**config.mk**
```make
export PLATFORM = sky130hd
export DESIGN_NAME = ps2_kbd_rx
export DESIGN_NICKNAME = d
export VERILOG_FILES = /design/src/rtl/kbd_pkg.sv /design/src/rtl/ps2_filter.sv /design/src/rtl/ps2_kbd_rx.sv
export SDC_FILE = /design/constraint.sdc
export NUM_CORES = 1
export LEC_CHECK = 0
export ABC_AREA = 0
export BUFFER_PORTS_ARGS = -buffer_cell sky130_fd_sc_hd__buf_2
export CELL_PAD_IN_SITES_DETAIL_PLACEMENT = 0
export CELL_PAD_IN_SITES_GLOBAL_PLACEMENT = 1
export CORE_MARGIN = 5
export CORE_UTILIZATION = 27
export CTS_BUF_LIST = sky130_fd_sc_hd__clkbuf_16
export DETAILED_ROUTE_END_ITERATION = 10
export PLACE_DENSITY_LB_ADDON = 0.1
export SYNTH_ARGS = -nofsm -noshare
export SYNTH_HDL_FRONTEND = slang
export SYNTH_HIERARCHICAL = 1
export SYNTH_SLANG_ARGS = --single-unit
```
**constraint.sdc**
```tcl
create_clock -name clk -period 1.9 [get_ports clk]
set_clock_uncertainty 0.05 [all_clocks]
set_input_delay 0.095 -clock clk [delete_from_list [all_inputs] [get_ports clk]]
set_output_delay 0.095 -clock clk [all_outputs]
set_load 0.03 [all_outputs]
```
**src/rtl/kbd_pkg.sv**
```systemverilog
// Shared types and constants for the PS/2 keyboard receiver: FSM state,
// scan codes, ASCII values and the make-code to letter lookup.
package kbd_pkg;

  typedef enum logic [2:0] {
    IDLE   = 3'd0,
    DATA   = 3'd1,
    PARITY = 3'd2,
    STOP   = 3'd3,
    DECODE = 3'd4
  } kbd_state_t;

  localparam logic [7:0] SC_BREAK = 8'hF0;
  localparam logic [7:0] SC_EXT   = 8'hE0;
  localparam logic [7:0] SC_E     = 8'h24;
  localparam logic [7:0] SC_D     = 8'h23;
  localparam logic [7:0] SC_F     = 8'h2B;
  localparam logic [7:0] SC_B     = 8'h32;
  localparam logic [7:0] SC_R     = 8'h2D;

  localparam logic [7:0] ASCII_E = 8'h45;
  localparam logic [7:0] ASCII_D = 8'h44;
  localparam logic [7:0] ASCII_F = 8'h46;
  localparam logic [7:0] ASCII_B = 8'h42;
  localparam logic [7:0] ASCII_R = 8'h52;

  // Debug view of the receiver FSM, exported on the top-level dbg port.
  typedef struct packed {
    kbd_state_t  state;
    logic [2:0]  bit_cnt;
    logic        tick;
    logic        brk;
    logic        ext;
  } kbd_dbg_t;

  // Returns {hit, ascii}; hit is 0 for codes without a letter mapping.
  function automatic logic [8:0] map_make(input logic [7:0] code);
    logic [8:0] res;
    res = 9'h000;
    case (code)
      SC_E:    res = {1'b1, ASCII_E};
      SC_D:    res = {1'b1, ASCII_D};
      SC_F:    res = {1'b1, ASCII_F};
      SC_B:    res = {1'b1, ASCII_B};
      SC_R:    res = {1'b1, ASCII_R};
      default: res = 9'h000;
    endcase
    return res;
  endfunction

endpackage

```
**src/rtl/ps2_filter.sv**
```systemverilog
// Synchronizes the raw PS/2 lines, debounces ps2_clk and emits a one-cycle
// tick on each filtered falling edge.
module ps2_filter
  import kbd_pkg::*;
#(
  parameter int FILTER_LEN = 8
) (
  input  logic clk,
  input  logic reset_n,
  input  logic ps2_clk,
  input  logic ps2_data,
  output logic data_sync,
  output logic tick
);

  localparam int CW = (FILTER_LEN < 2) ? 1 : $clog2(FILTER_LEN + 1);

  logic [1:0]    clk_sync;
  logic [1:0]    data_sync_q;
  logic          clk_s;
  logic          clk_filt;
  logic [CW-1:0] cnt;

  always_ff @(posedge clk or negedge reset_n) begin
    if (!reset_n) begin
      clk_sync    <= 2'b11;
      data_sync_q <= 2'b11;
    end else begin
      clk_sync    <= {clk_sync[0], ps2_clk};
      data_sync_q <= {data_sync_q[0], ps2_data};
    end
  end

  assign clk_s     = clk_sync[1];
  assign data_sync = data_sync_q[1];

  // cnt counts consecutive samples that disagree with the filtered level;
  // any agreeing sample restarts the run.
  always_ff @(posedge clk or negedge reset_n) begin
    if (!reset_n) begin
      clk_filt <= 1'b1;
      cnt      <= '0;
      tick     <= 1'b0;
    end else if (clk_s == clk_filt) begin
      cnt  <= '0;
      tick <= 1'b0;
    end else if (cnt == CW'(FILTER_LEN - 1)) begin
      clk_filt <= clk_s;
      cnt      <= '0;
      tick     <= clk_filt;
    end else begin
      cnt  <= cnt + CW'(1);
      tick <= 1'b0;
    end
  end

endmodule

```
**src/rtl/ps2_kbd_rx.sv**
```systemverilog
// PS/2 keyboard receiver: frames 11-bit PS/2 packets, checks odd parity and
// stop bit, tracks break/extended prefixes and maps five make codes to ASCII.
module ps2_kbd_rx
  import kbd_pkg::*;
#(
  parameter int FILTER_LEN     = 8,
  parameter int TIMEOUT_CYCLES = 50000
) (
  input  logic       clk,
  input  logic       reset_n,
  input  logic       ps2_clk,
  input  logic       ps2_data,
  output logic [7:0] letter,
  output logic       kbd_ready,
  output logic       frame_err,
  output kbd_dbg_t   dbg
);

  localparam int TW = $clog2(TIMEOUT_CYCLES + 1);

  // kbd_ready is a qualifier pulse with no back-pressure: letter is valid
  // from the pulse cycle and holds until the next pulse or reset.

  logic          tick;
  logic          data_s;

  kbd_state_t    state, state_n;
  logic [2:0]    bit_cnt, bit_cnt_n;
  logic [7:0]    code, code_n;
  logic          par_ok, par_ok_n;
  logic [TW-1:0] to_cnt, to_cnt_n;
  logic          brk, brk_n;
  logic          ext, ext_n;
  logic [7:0]    letter_n;
  logic          ready_n;
  logic          err_n;
  logic [8:0]    mapped;

  ps2_filter #(
    .FILTER_LEN(FILTER_LEN)
  ) u_filter (
    .clk      (clk),
    .reset_n  (reset_n),
    .ps2_clk  (ps2_clk),
    .ps2_data (ps2_data),
    .data_sync(data_s),
    .tick     (tick)
  );

  assign mapped = map_make(code);

  always_ff @(posedge clk or negedge reset_n) begin
    if (!reset_n) begin
      state     <= IDLE;
      bit_cnt   <= '0;
      code      <= '0;
      par_ok    <= 1'b0;
      to_cnt    <= '0;
      brk       <= 1'b0;
      ext       <= 1'b0;
      letter    <= 8'h00;
      kbd_ready <= 1'b0;
      frame_err <= 1'b0;
    end else begin
      state     <= state_n;
      bit_cnt   <= bit_cnt_n;
      code      <= code_n;
      par_ok    <= par_ok_n;
      to_cnt    <= to_cnt_n;
      brk       <= brk_n;
      ext       <= ext_n;
      letter    <= letter_n;
      kbd_ready <= ready_n;
      frame_err <= err_n;
    end
  end

  always_comb begin
    state_n   = state;
    bit_cnt_n = bit_cnt;
    code_n    = code;
    par_ok_n  = par_ok;
    to_cnt_n  = '0;
    brk_n     = brk;
    ext_n     = ext;
    letter_n  = letter;
    ready_n   = 1'b0;
    err_n     = 1'b0;

    case (state)
      IDLE: begin
        if (tick && !data_s) begin
          state_n   = DATA;
          bit_cnt_n = 3'd0;
        end
      end

      DATA, PARITY, STOP: begin
        if (tick) begin
          if (state == DATA) begin
            code_n    = {data_s, code[7:1]};
            bit_cnt_n = bit_cnt + 3'd1;
            if (bit_cnt == 3'd7) state_n = PARITY;
          end else if (state == PARITY) begin
            // Odd parity: data bits plus the parity bit hold an odd number of ones.
            par_ok_n = ^{code, data_s};
            state_n  = STOP;
          end else if (data_s && par_ok) begin
            state_n = DECODE;
          end else begin
            state_n = IDLE;
            err_n   = 1'b1;
            brk_n   = 1'b0;
            ext_n   = 1'b0;
          end
        end else if (to_cnt == TW'(TIMEOUT_CYCLES - 1)) begin
          state_n = IDLE;
          err_n   = 1'b1;
          brk_n   = 1'b0;
          ext_n   = 1'b0;
        end else begin
          to_cnt_n = to_cnt + TW'(1);
        end
      end

      DECODE: begin
        state_n = IDLE;
        if (code == SC_BREAK) begin
          brk_n = 1'b1;
        end else if (code == SC_EXT) begin
          ext_n = 1'b1;
        end else if (brk || ext) begin
          // Released or extended key: swallow it and drop both prefixes.
          brk_n = 1'b0;
          ext_n = 1'b0;
        end else if (mapped[8]) begin
          letter_n = mapped[7:0];
          ready_n  = 1'b1;
        end
      end

      default: state_n = IDLE;
    endcase
  end

  assign dbg = '{state: state, bit_cnt: bit_cnt, tick: tick, brk: brk, ext: ext};

endmodule

```
==> out/results.tsv, run 1 <==
stage	metric	value	unit
sta	post-layout min period	1.794	ns
place	I/O Buffers	19	
power_and_ir_drop	Combinational Power Share	0.063	
clocking	Bufs on Longest Clock Path	2	
worst_hold_path	HP Class	input pin to async pin	
detailed_routing	Via Count	1785	
floorplanning	num rows	35	
floorplanning	Core Region	0.009240	mm2
place	DP Area	0.002934	mm2
global_routing	largest net degree at the start of global routing	51	
global_routing	vias in the first global route	1852	
clocking	htree depth	2	
synth	Mapped Cells	238	
critical_path	CP max-delay cell	dfrtp_1	
final_layout	layout cells sized above 1	0.2939	
synth	Yosys reg bits	50	
power_and_ir_drop	Peak VDD IR	0.3308	mV
sta	final setup TNS	0	ns
synth	EDFF count, synth	0	
power_and_ir_drop	clock network fraction of total power	0.434	
final_layout	antenna cells	0	
critical_path	CP peak stage delay	0.41	ns
floorplanning	# IOs	23	
power_and_ir_drop	switching pwr	493.4	uW
sta	final hold vios	0	
critical_path	worst reg-to-reg setup slack	0.11	ns
place	routability cong.	0.7017	
final_layout	Area Overhead vs Synth	22.99	%
critical_path	largest delay contributor family on the critical path	simple AND/OR/NAND/NOR gates	
clocking	total CTS buffers	5	
global_routing	Tot GR Track Use	0.1004	
critical_path	Worst EP required	2.06	ns
floorplanning	Die ar.	0.01154	mm2
detailed_routing	vias per cell	4.375	
power_and_ir_drop	Int Pwr	1796	uW
power_and_ir_drop	switching part of the total	0.2156	
critical_path	crit start category	flop	
final_layout	Final #Nets	286	
critical_path	worst path bufs/invs	1	
clocking	TritonCTS clock tree	built	
critical_path	Crit Path Max Fanout	3	
critical_path	R2R Path End	state[1]	
detailed_routing	Routed WL per cell	13.06	um
detailed_routing	1st-pass router iterations	4	
power_and_ir_drop	Static Leak	0.001400	uW
floorplanning	Initial Utilization	0.2775	
synth	Syn Area/Cell	10.77	um2
synth	Yosys warning count	6	
power_and_ir_drop	Reg power frac	0.502	
detailed_routing	DRC viols	0	
sta	Max Clk Rate	557.5	MHz
status	status	finished, final reports clean	
synth	Post-Syn Area	0.002564	mm2
clocking	clk_lat worst skew	0.29	ns
clocking	clock sinks	50	
global_routing	first-pass GRT wire length	9246	um
sta	RSZ-0062 raised after global routing	no	
synth	Most used DFF post-synth	dfrtp_1	
critical_path	Worst Path Arrival	1.95	ns
detailed_routing	antenna-violating nets left	0	
sta	Max Slew Vio Count	0	
sta	fin crit share	0.9441	
synth	Post-synth ARST share	1.000	
critical_path	Register-to-Register Path Depth	6	
clocking	clk root buf	clkbuf_16	
critical_path	Worst setup EP type	flop	
detailed_routing	Initial DRC Count	70	
final_layout	most common cell after layout, fill and taps aside	dfrtp_1	
flow_run	MaxCap Viol Count	0	
final_layout	final instance area	0.003153	mm2
synth	Netlist cell types	53	
floorplanning	die height	107.4	um
floorplanning	Die X	107.4	um
detailed_routing	DRT Wirelength	5330	um
synth	register area share after synthesis	0.4905	
sta	final setup vio count	0	
critical_path	Crit path depth	6	
clocking	Worst-path clk slew	0.07	ns
power_and_ir_drop	pwr dens	726.0	mW/mm2
critical_path	crit-path cells	ha_1 -> and3_1 -> buf_4 -> and4_1 -> or3_1 -> a31oi_1	
critical_path	critical path class	flop to flop	
critical_path	Critical Path Source	to_cnt[0]	
critical_path	R2R Path Start	to_cnt[0]	
place	post-DP HPWL	3876	um
global_routing	Overflow after GRT	0	
final_layout	most frequent cells in the layout	dfrtp_1, buf_4, nor2_1, buf_2, xnor2_1	
global_routing	antenna violations before repair	0	
==> registers in the layout (all words and copies together) (netlist names) <==
name and cells:
to_cnt 16, code 8, letter 5, u_filter/cnt 4, bit_cnt 3, state 3, u_filter/clk_sync 2, u_filter/data_sync_q 2
brk 1, ext 1, frame_err 1, kbd_ready 1, par_ok 1, u_filter/clk_filt 1, u_filter/tick 1
==> power by group through the flow <==
stage	clock network, uW	registers [uW]	logic [uW]
3_3_place_gp	0	1170	147
2_1_floorplan	0	1160	101
5_1_grt	1060	1150	162
4_1_cts	1040	1150	150
6_report	994	1150	145
3_5_place_dp	0	1170	145
==> cells by family after synthesis <==
logic type	share of synthesized area
DFF	0.4905
other	0.001463
and+or+nand+nor	0.2279
AOI/OAI and AO/OA	0.07369
muxes	0.06637
adders and majority gates	0.01952
xor gates and xnor gates	0.07369
buffers and inverters	0.04685
==> final cells by class <==
type | count | area, um2
tap | 129 | 161.4
clock buffer | 5 | 125.1
inverter | 7 | 26.28
timing repair buffer | 48 | 332.8
clock inverter | 3 | 37.54
sequential | 50 | 1257
fill | 963 | 6087
multi-input combinational | 166 | 1212
==> how the worst max path moves through the flow <==
stage	slack [ns]	to
floorplan	0.008	letter[0]
CTS	0.02	brk
detailed placement	0.03	brk
global route	0.005	brk
global placement	0.0001	brk
finish	0.11	state[1]
==> routing by layer <==
layer	share of wire	routed length, um	vias up	track usage
met5	0	0	-	0
met4	0.014	74	0	0.03246
met3	0.029	154	6	0.02220
met2	0.43	2292	22	0.1461
met1	0.53	2809	838	0.1470
li1	-	-	919	-
==> repair_timing <==
action,CTS,global route
hold buffers,3,0
buffers inserted,0,1
gates resized for setup,0,3
endpoints found under the setup margin,0,1
endpoints found under the hold margin,47,0
==> worst reg2reg max path, cell delays in order, from the launching register on <==
cell	delay, ns
dfrtp_1	0.41
ha_1	0.25
and3_1	0.21
buf_4	0.14
and4_1	0.21
or3_1	0.31
a31oi_1	0.14
==> through the flow <==
| stage | hold WS, ns | utilization | worst slack, ns | instances | power, uW |
|---|---|---|---|---|---|
| floorplan | -0.2506 | - | 0.007652 | 240 | 1264 |
| global placement | 0.06410 | 0.3175 | 0.0001439 | 396 | 1315 |
| detailed placement | 0.06303 | 0.3175 | 0.02672 | 396 | 1314 |
| CTS | 0.2881 | 0.3384 | 0.02205 | 407 | 2336 |
| global route | 0.3008 | 0.3412 | 0.004924 | 408 | 2381 |
| finish | 0.2601 | 0.3412 | 0.1063 | 408 | 2289 |
==> synth_stat cells (all sizes together), types with 3 or more instances <==
cell    number  area, um2
ha           4      50.05
or3          7      50.05
clkbuf       6      23.77
dfstp        5      131.4
nand4        5      31.28
nand3        9      50.05
and3         3      18.77
nor4         6      43.79
a21oi        8      40.04
nand2       10      37.54
buf         11      70.06
a22o         4      35.03
mux2        13      150.1
dfrtp       45       1126
o21ai        4      20.02
inv          7      26.28
nor3         9      45.04
nor2        22      82.58
nand3b       4      42.54
o31ai        3      27.52
xnor2       15      131.4
nand2b       7      43.79
xor2         4      35.03
Power figures use the tool's default switching activity.
==> inputs of run 2 (changes only) <==
==> constraint.sdc (replaced) <==
create_clock -name clk -period 1.8 [get_ports clk]
set_clock_uncertainty 0.05 [all_clocks]
set_input_delay 0.09 -clock clk [delete_from_list [all_inputs] [get_ports clk]]
set_output_delay 0.09 -clock clk [all_outputs]
set_load 0.03 [all_outputs]
==> run 2 against run 1 <==
Die area is the same. Cell count grew 3.4%. Combinational power grew 6%. Critical endpoint is now ext.
==> out/results.tsv, run 2 (same netlist as run 1, synthesis figures left out) <==
stage	metric	value	unit	change
global_routing	Overflow after GRT	0		unchanged
critical_path	CP peak stage delay	0.56	ns	was 0.41 ns
sta	final hold vios	0		unchanged
sta	WHS	0.2491	ns	was 0.2601 ns
detailed_routing	vias per cell	4.422		was 4.375
sta	post-layout min period	1.759	ns	was 1.794 ns
global_routing	largest net degree at the start of global routing	32		was 51
critical_path	worst reg-to-reg setup slack	0.04	ns	was 0.11 ns
status	status	finished, final reports clean		unchanged
final_layout	layout cells sized above 1	0.3686		was 0.2939
place	Post-Place Cells	408		was 396
clocking	TritonCTS clock tree	built		unchanged
critical_path	Worst setup EP type	flop		unchanged
final_layout	Area Overhead vs Synth	28.75	%	was 22.99%
clocking	clk_lat worst skew	0.28	ns	was 0.29 ns
floorplanning	Core Region	0.009240	mm2	unchanged
place	post-DP HPWL	4041	um	was 3876 um
clocking	Worst-path clk slew	0.07	ns	about the same
global_routing	first-pass GRT wire length	9218	um	was 9246 um
sta	final setup vio count	0		unchanged
sta	Max Slew Vio Count	0		unchanged
clocking	clk root buf	clkbuf_16		unchanged
floorplanning	Die ar.	0.01154	mm2	unchanged
final_layout	most common cell after layout, fill and taps aside	dfrtp_1		unchanged
floorplanning	Die X	107.4	um	unchanged
floorplanning	num rows	35		unchanged
sta	fin crit share	0.9771		was 0.9441
critical_path	crit start category	flop		unchanged
detailed_routing	Via Count	1866		was 1785
global_routing	antenna violations before repair	0		unchanged
critical_path	critical path class	flop to flop		unchanged
power_and_ir_drop	Peak VDD IR	0.4135	mV	was 0.3308 mV
detailed_routing	Routed WL per cell	12.80	um	was 13.06 um
final_layout	antenna cells	0		unchanged
clocking	htree depth	2		unchanged
floorplanning	Initial Utilization	0.2775		unchanged
sta	Max Clk Rate	568.6	MHz	was 557.5 MHz
critical_path	Worst EP required	1.97	ns	was 2.06 ns
critical_path	crit-path cells	or4b_4 -> or3_1 -> a21oi_2 -> o22a_1		was ha_1 -> and3_1 -> buf_4 -> and4_1 -> or3_1 -> a31oi_1
final_layout	Final #Nets	300		was 286
final_layout	Final Non-Filler Cells	422		was 408
global_routing	vias in the first global route	1856		was 1852
clocking	clock sinks	50		unchanged
flow_run	MaxCap Viol Count	0		unchanged
final_layout	top flop regs	to_cnt x16, code x8, letter x5		unchanged
final_layout	most frequent cells in the layout	dfrtp_1, buf_4, nor2_1, buf_2, xnor2_1		unchanged
detailed_routing	DRC viols	0		unchanged
final_layout	area taken by multi-input logic gates	0.001265	mm2	was 0.001212 mm2
sta	Worst Tran Pin Value	0.5141	ns	
critical_path	Worst Path Arrival	1.93	ns	was 1.95 ns
place	routability cong.	0.6974		was 0.7017
worst_hold_path	HP Class	input pin to async pin		unchanged
sta	slew margin rel.	0.6546		
final_layout	Largest Register	to_cnt		unchanged
final_layout	fin util	0.3572		was 0.3412
sta	RSZ-0062 raised after global routing	yes		was no
clocking	Bufs on Longest Clock Path	2		unchanged
detailed_routing	antenna-violating nets left	0		unchanged
detailed_routing	DRT Wirelength	5402	um	was 5330 um
floorplanning	die height	107.4	um	unchanged
power_and_ir_drop	Static Leak	0.001456	uW	was 0.001400 uW
clocking	total CTS buffers	5		unchanged
final_layout	FF/Latch Area	0.001261	mm2	was 0.001257 mm2
final_layout	# fillers	932		was 963
detailed_routing	Initial DRC Count	55		was 70
critical_path	CP max-delay cell	or4b_4		was dfrtp_1
place	I/O Buffers	19		unchanged
critical_path	Crit Path Max Fanout	9		was 3
final_layout	number of flip-flops in the largest register	16		unchanged
global_routing	Tot GR Track Use	0.09887		was 0.1004
power_and_ir_drop	pwr dens	689.8	mW/mm2	was 726.0 mW/mm2
detailed_routing	1st-pass router iterations	4		unchanged
power_and_ir_drop	Tot Pwr	2277	uW	was 2289 uW
floorplanning	# IOs	23		unchanged
[run 2: cell types whose count changed in the layout (fill, tap and decap cells not counted), moves of 3 or more]
cell / delta
buf_4: +12
a21oi_1: -5
a21oi_2: +5
dfrtp_1: -3
dfrtp_2: +3
[run 2: cell type report]
class / instances / share of cell area
clock inverter: 3 / 0.004928
inverter: 7 / 0.007961
timing repair buffer: 62 / 0.1350
sequential: 50 / 0.3821
clock buffer: 5 / 0.03791
tap: 129 / 0.04890
multi-input combinational: 166 / 0.3832
[run 2: timing repair]
item | in CTS | in global routing
setup endpoints to repair | 1 | 20
setup buffers | 1 | 2
hold endpoints to repair | 21 | 0
hold buffers | 3 | 0
pin swaps | 3 | 4
gates resized for setup | 0 | 16
[run 2: power breakdown]
group          leakage, uW  switching, uW  internal [uW]  total (uW)
clock network    0.0000672            403            508         911
registers         0.000674           37.3           1180        1210
logic             0.000715           79.4           74.5         154
total              0.00146            519           1760        2280
[run 2: worst paths after layout]
kind / startpoint / end / depth (start not counted)
min in group clk: u_filter/clk_sync[0] / u_filter/clk_sync[1] / 0
worst min-delay path: reset_n / to_cnt[13] / 2
worst max register to register: code[1] / ext / 4
worst max-delay path: code[1] / ext / 4
max in group asynchronous: reset_n / u_filter/data_sync_q[1] / 3
worst min register to register: u_filter/clk_sync[0] / u_filter/clk_sync[1] / 0
[run 2: metal layers]
metal | vias to the layer above | global-route usage | routed length (um) | share of wire
li1 | 942 | - | - | -
met3 | 2 | 0.01920 | 163 | 0.030
met5 | - | 0 | 0 | 0
met1 | 901 | 0.1443 | 2785 | 0.52
met4 | 0 | 0.02164 | 29 | 0.0054
met2 | 21 | 0.1515 | 2424 | 0.45
[run 2: worst max-delay path: cells and delay by family, from the launching register on]
family             cells  cell delay [ns]
and+or+nand+nor        2             0.90
AOI/OAI and AO/OA      2             0.28
DFF                    1             0.46
[run 2: per-stage QoR]
step	setup WS, ns	setup TNS, ns	cell area (um2)
detailed placement	-0.02971	-0.02971	3038
global route	-0.07161	-0.1655	3301
CTS	0.005211	0	3217
finish	0.04126	0	3301
global placement	-0.01787	-0.01787	3038
floorplan	-0.001281	-0.002562	2587
==> inputs of run 3 (changes only) <==
--- a/config.mk
+++ b/config.mk
@@ -10,7 +10,7 @@
 export CELL_PAD_IN_SITES_DETAIL_PLACEMENT = 0
 export CELL_PAD_IN_SITES_GLOBAL_PLACEMENT = 1
 export CORE_MARGIN = 5
-export CORE_UTILIZATION = 27
+export CORE_UTILIZATION = 40
 export CTS_BUF_LIST = sky130_fd_sc_hd__clkbuf_16
 export DETAILED_ROUTE_END_ITERATION = 10
 export PLACE_DENSITY_LB_ADDON = 0.1
==> constraint.sdc (replaced) <==
create_clock -name clk -period 1.8 [get_ports clk]
set_clock_uncertainty 0.05 [all_clocks]
set_input_delay 0.09 -clock clk [delete_from_list [all_inputs] [get_ports clk]]
set_output_delay 0.09 -clock clk [all_outputs]
set_load 0.01 [all_outputs]
==> run 3 against run 2 <==
Design area fell by 4.9%. Sequential power barely moved. Largest power group unchanged. Flip-flop and latch count did not move. Combinational power fell by 5%. Non-clock buffer count fell by 8. Global-route usage rose by 2.9 points. Core utilization rose by 14 points.
==> out/results.tsv, run 3 (same netlist as run 1, synthesis figures left out) <==
stage	metric	value	unit	change
sta	final setup vio count	0		unchanged
detailed_routing	DRT Wirelength	4926	um	was 5402 um
place	Post-Place Cells	351		was 408
detailed_routing	antenna-violating nets left	0		unchanged
place	DP Area	0.002922	mm2	was 0.003038 mm2
clocking	setup bufs post-CTS	0		was 1
detailed_routing	Via Count	1859		was 1866
global_routing	Overflow after GRT	0		unchanged
final_layout	final instance area	0.003139	mm2	was 0.003301 mm2
clocking	clk_lat worst skew	0.29	ns	was 0.28 ns
critical_path	CP max-delay cell	or4_1		was or4b_4
clocking	TritonCTS clock tree	built		unchanged
global_routing	vias in the first global route	1801		was 1856
floorplanning	Core Region	0.006277	mm2	was 0.009240 mm2
detailed_routing	1st-pass router iterations	4		unchanged
critical_path	R2R Path End	to_cnt[15]		was ext
worst_hold_path	HP Class	input pin to async pin		unchanged
clocking	total CTS buffers	5		unchanged
critical_path	CP peak stage delay	0.51	ns	was 0.56 ns
critical_path	crit path to	to_cnt[15]		was ext
final_layout	Largest Register	to_cnt		unchanged
floorplanning	die height	90.06	um	was 107.4 um
status	status	finished, final reports clean		unchanged
final_layout	layout cells sized above 1	0.3193		was 0.3686
critical_path	worst reg-to-reg setup slack	0.05	ns	was 0.04 ns
final_layout	# fillers	591		was 932
final_layout	Final Non-Filler Cells	362		was 422
clocking	clock sinks	50		unchanged
clocking	htree depth	2		unchanged
power_and_ir_drop	Tot Pwr	2299	uW	was 2277 uW
global_routing	first-pass GRT wire length	8763	um	was 9218 um
final_layout	top flop regs	to_cnt x16, code x8, letter x5		unchanged
critical_path	Worst Path Arrival	1.91	ns	was 1.93 ns
final_layout	most common cell after layout, fill and taps aside	dfrtp_1		unchanged
critical_path	Worst setup EP type	flop		unchanged
floorplanning	# IOs	23		unchanged
detailed_routing	vias per cell	5.135		was 4.422
clocking	clk root buf	clkbuf_16		unchanged
clocking	Worst-path clk slew	0.07	ns	about the same
critical_path	crit start category	flop		unchanged
final_layout	number of flip-flops in the largest register	16		unchanged
final_layout	area taken by multi-input logic gates	0.001226	mm2	was 0.001265 mm2
place	I/O Buffers	19		unchanged
global_routing	largest net degree at the start of global routing	51		was 32
final_layout	fin util	0.5001		was 0.3572
sta	post-layout min period	1.746	ns	was 1.759 ns
global_routing	Tot GR Track Use	0.1280		was 0.09887
final_layout	FF/Latch Area	0.001259	mm2	was 0.001261 mm2
critical_path	Worst EP required	1.96	ns	was 1.97 ns
global_routing	antenna violations before repair	0		unchanged
sta	final hold vios	0		unchanged
floorplanning	num rows	29		was 35
power_and_ir_drop	Peak VDD IR	0.4903	mV	was 0.4135 mV
sta	fin crit share	0.9697		was 0.9771
floorplanning	Die X	90.06	um	was 107.4 um
flow_run	MaxCap Viol Count	0		unchanged
critical_path	R2R Path Start	to_cnt[5]		was code[1]
detailed_routing	Initial DRC Count	104		was 55
sta	Max Clk Rate	572.9	MHz	was 568.6 MHz
floorplanning	Die ar.	0.008110	mm2	was 0.01154 mm2
floorplanning	Initial Utilization	0.4084		was 0.2775
power_and_ir_drop	pwr dens	732.5	mW/mm2	was 689.8 mW/mm2
detailed_routing	DRC viols	0		unchanged
final_layout	Final #Nets	292		was 300
critical_path	crit-path cells	buf_6 -> nand3_2 -> or3_4 -> or4_1 -> a21oi_1		was or4b_4 -> or3_1 -> a21oi_2 -> o22a_1
place	routability cong.	0.7794		was 0.6974
place	post-DP HPWL	3601	um	was 4041 um
critical_path	Critical Path Source	to_cnt[5]		was code[1]
sta	Max Slew Vio Count	0		unchanged
critical_path	critical path class	flop to flop		unchanged
detailed_routing	Routed WL per cell	13.61	um	was 12.80 um
power_and_ir_drop	Static Leak	0.001416	uW	was 0.001456 uW
critical_path	Register-to-Register Path Depth	5		was 4
final_layout	antenna cells	0		unchanged
final_layout	most frequent cells in the layout	dfrtp_1, buf_4, nor2_1, buf_2, xnor2_1		unchanged
clocking	Bufs on Longest Clock Path	2		unchanged
final_layout	Area Overhead vs Synth	22.45	%	was 28.75%
critical_path	Crit Path Max Fanout	6		was 9
[run 3: cell types whose count changed in the layout (fill, tap and decap cells not counted), moves of 2 or more]
cell | previous run | this run
buf_4 | 37 | 30
a21oi_1 | 3 | 8
a21oi_2 | 5 | 0
dfrtp_1 | 42 | 44
dfrtp_2 | 3 | 1
nor4b_2 | 0 | 2
or4_1 | 0 | 2
or4_4 | 2 | 0
[run 3: layer usage]
layer / GRT usage / routed length [um] / up-vias
met1: 0.1925 / 2515 / 895
met2: 0.1829 / 2140 / 38
met5: 0 / 0 / -
li1: - / - / 922
met3: 0.03589 / 228 / 4
met4: 0.02605 / 42 / 0
[run 3: worst min-delay path by stage]
stage / cells after the start / to / from / slack (ns)
2_1_floorplan: 0 / bit_cnt[0] / reset_n / -0.26
3_3_place_gp: 2 / to_cnt[5] / reset_n / 0.05
3_5_place_dp: 2 / to_cnt[6] / reset_n / 0.05
4_1_cts: 3 / to_cnt[14] / reset_n / 0.29
5_1_grt: 3 / to_cnt[14] / reset_n / 0.31
6_report: 3 / to_cnt[5] / reset_n / 0.27
[run 3: critical path, delay by kind of cell, from the launching register on]
kind | cells | cell delay (ns)
DFF | 1 | 0.38
and+or+nand+nor | 3 | 0.97
buffers and inverters | 1 | 0.13
AOI/OAI and AO/OA | 1 | 0.15
[run 3: timing repair]
| item | CTS | global route |
|---|---|---|
| endpoints found under the setup margin | 0 | 20 |
| hold buffers | 3 | 0 |
| gates resized for setup | 0 | 7 |
| endpoints found under the hold margin | 50 | 0 |
[run 3: per-stage QoR]
stage / hold WS (ns) / TNS, ns / setup WS, ns
finish: 0.2704 / 0 / 0.05449
global route: 0.3124 / -0.04932 / -0.01238
CTS: 0.2881 / 0 / 0.02001
detailed placement: 0.05112 / 0 / 0.03424
global placement: 0.05194 / -0.01253 / -0.01253
floorplan: -0.2556 / 0 / 0.02301
[run 3: cell type report]
cell class / count / area share
clock buffers: 5 / 0.03986
clock inverters: 3 / 0.007971
inverters: 7 / 0.008370
multi-input cells: 166 / 0.3906
flip-flops and latches: 50 / 0.4010
well taps: 77 / 0.03069
repair buffers: 54 / 0.1216
[run 3: power breakdown]
group	switching [uW]	internal [uW]	total [uW]	leakage, uW
clock	419	522	942	0.0000704
sequential	37.3	1170	1210	0.000677
combinational	72.3	73.3	146	0.000669
total	529	1770	2300	0.00142
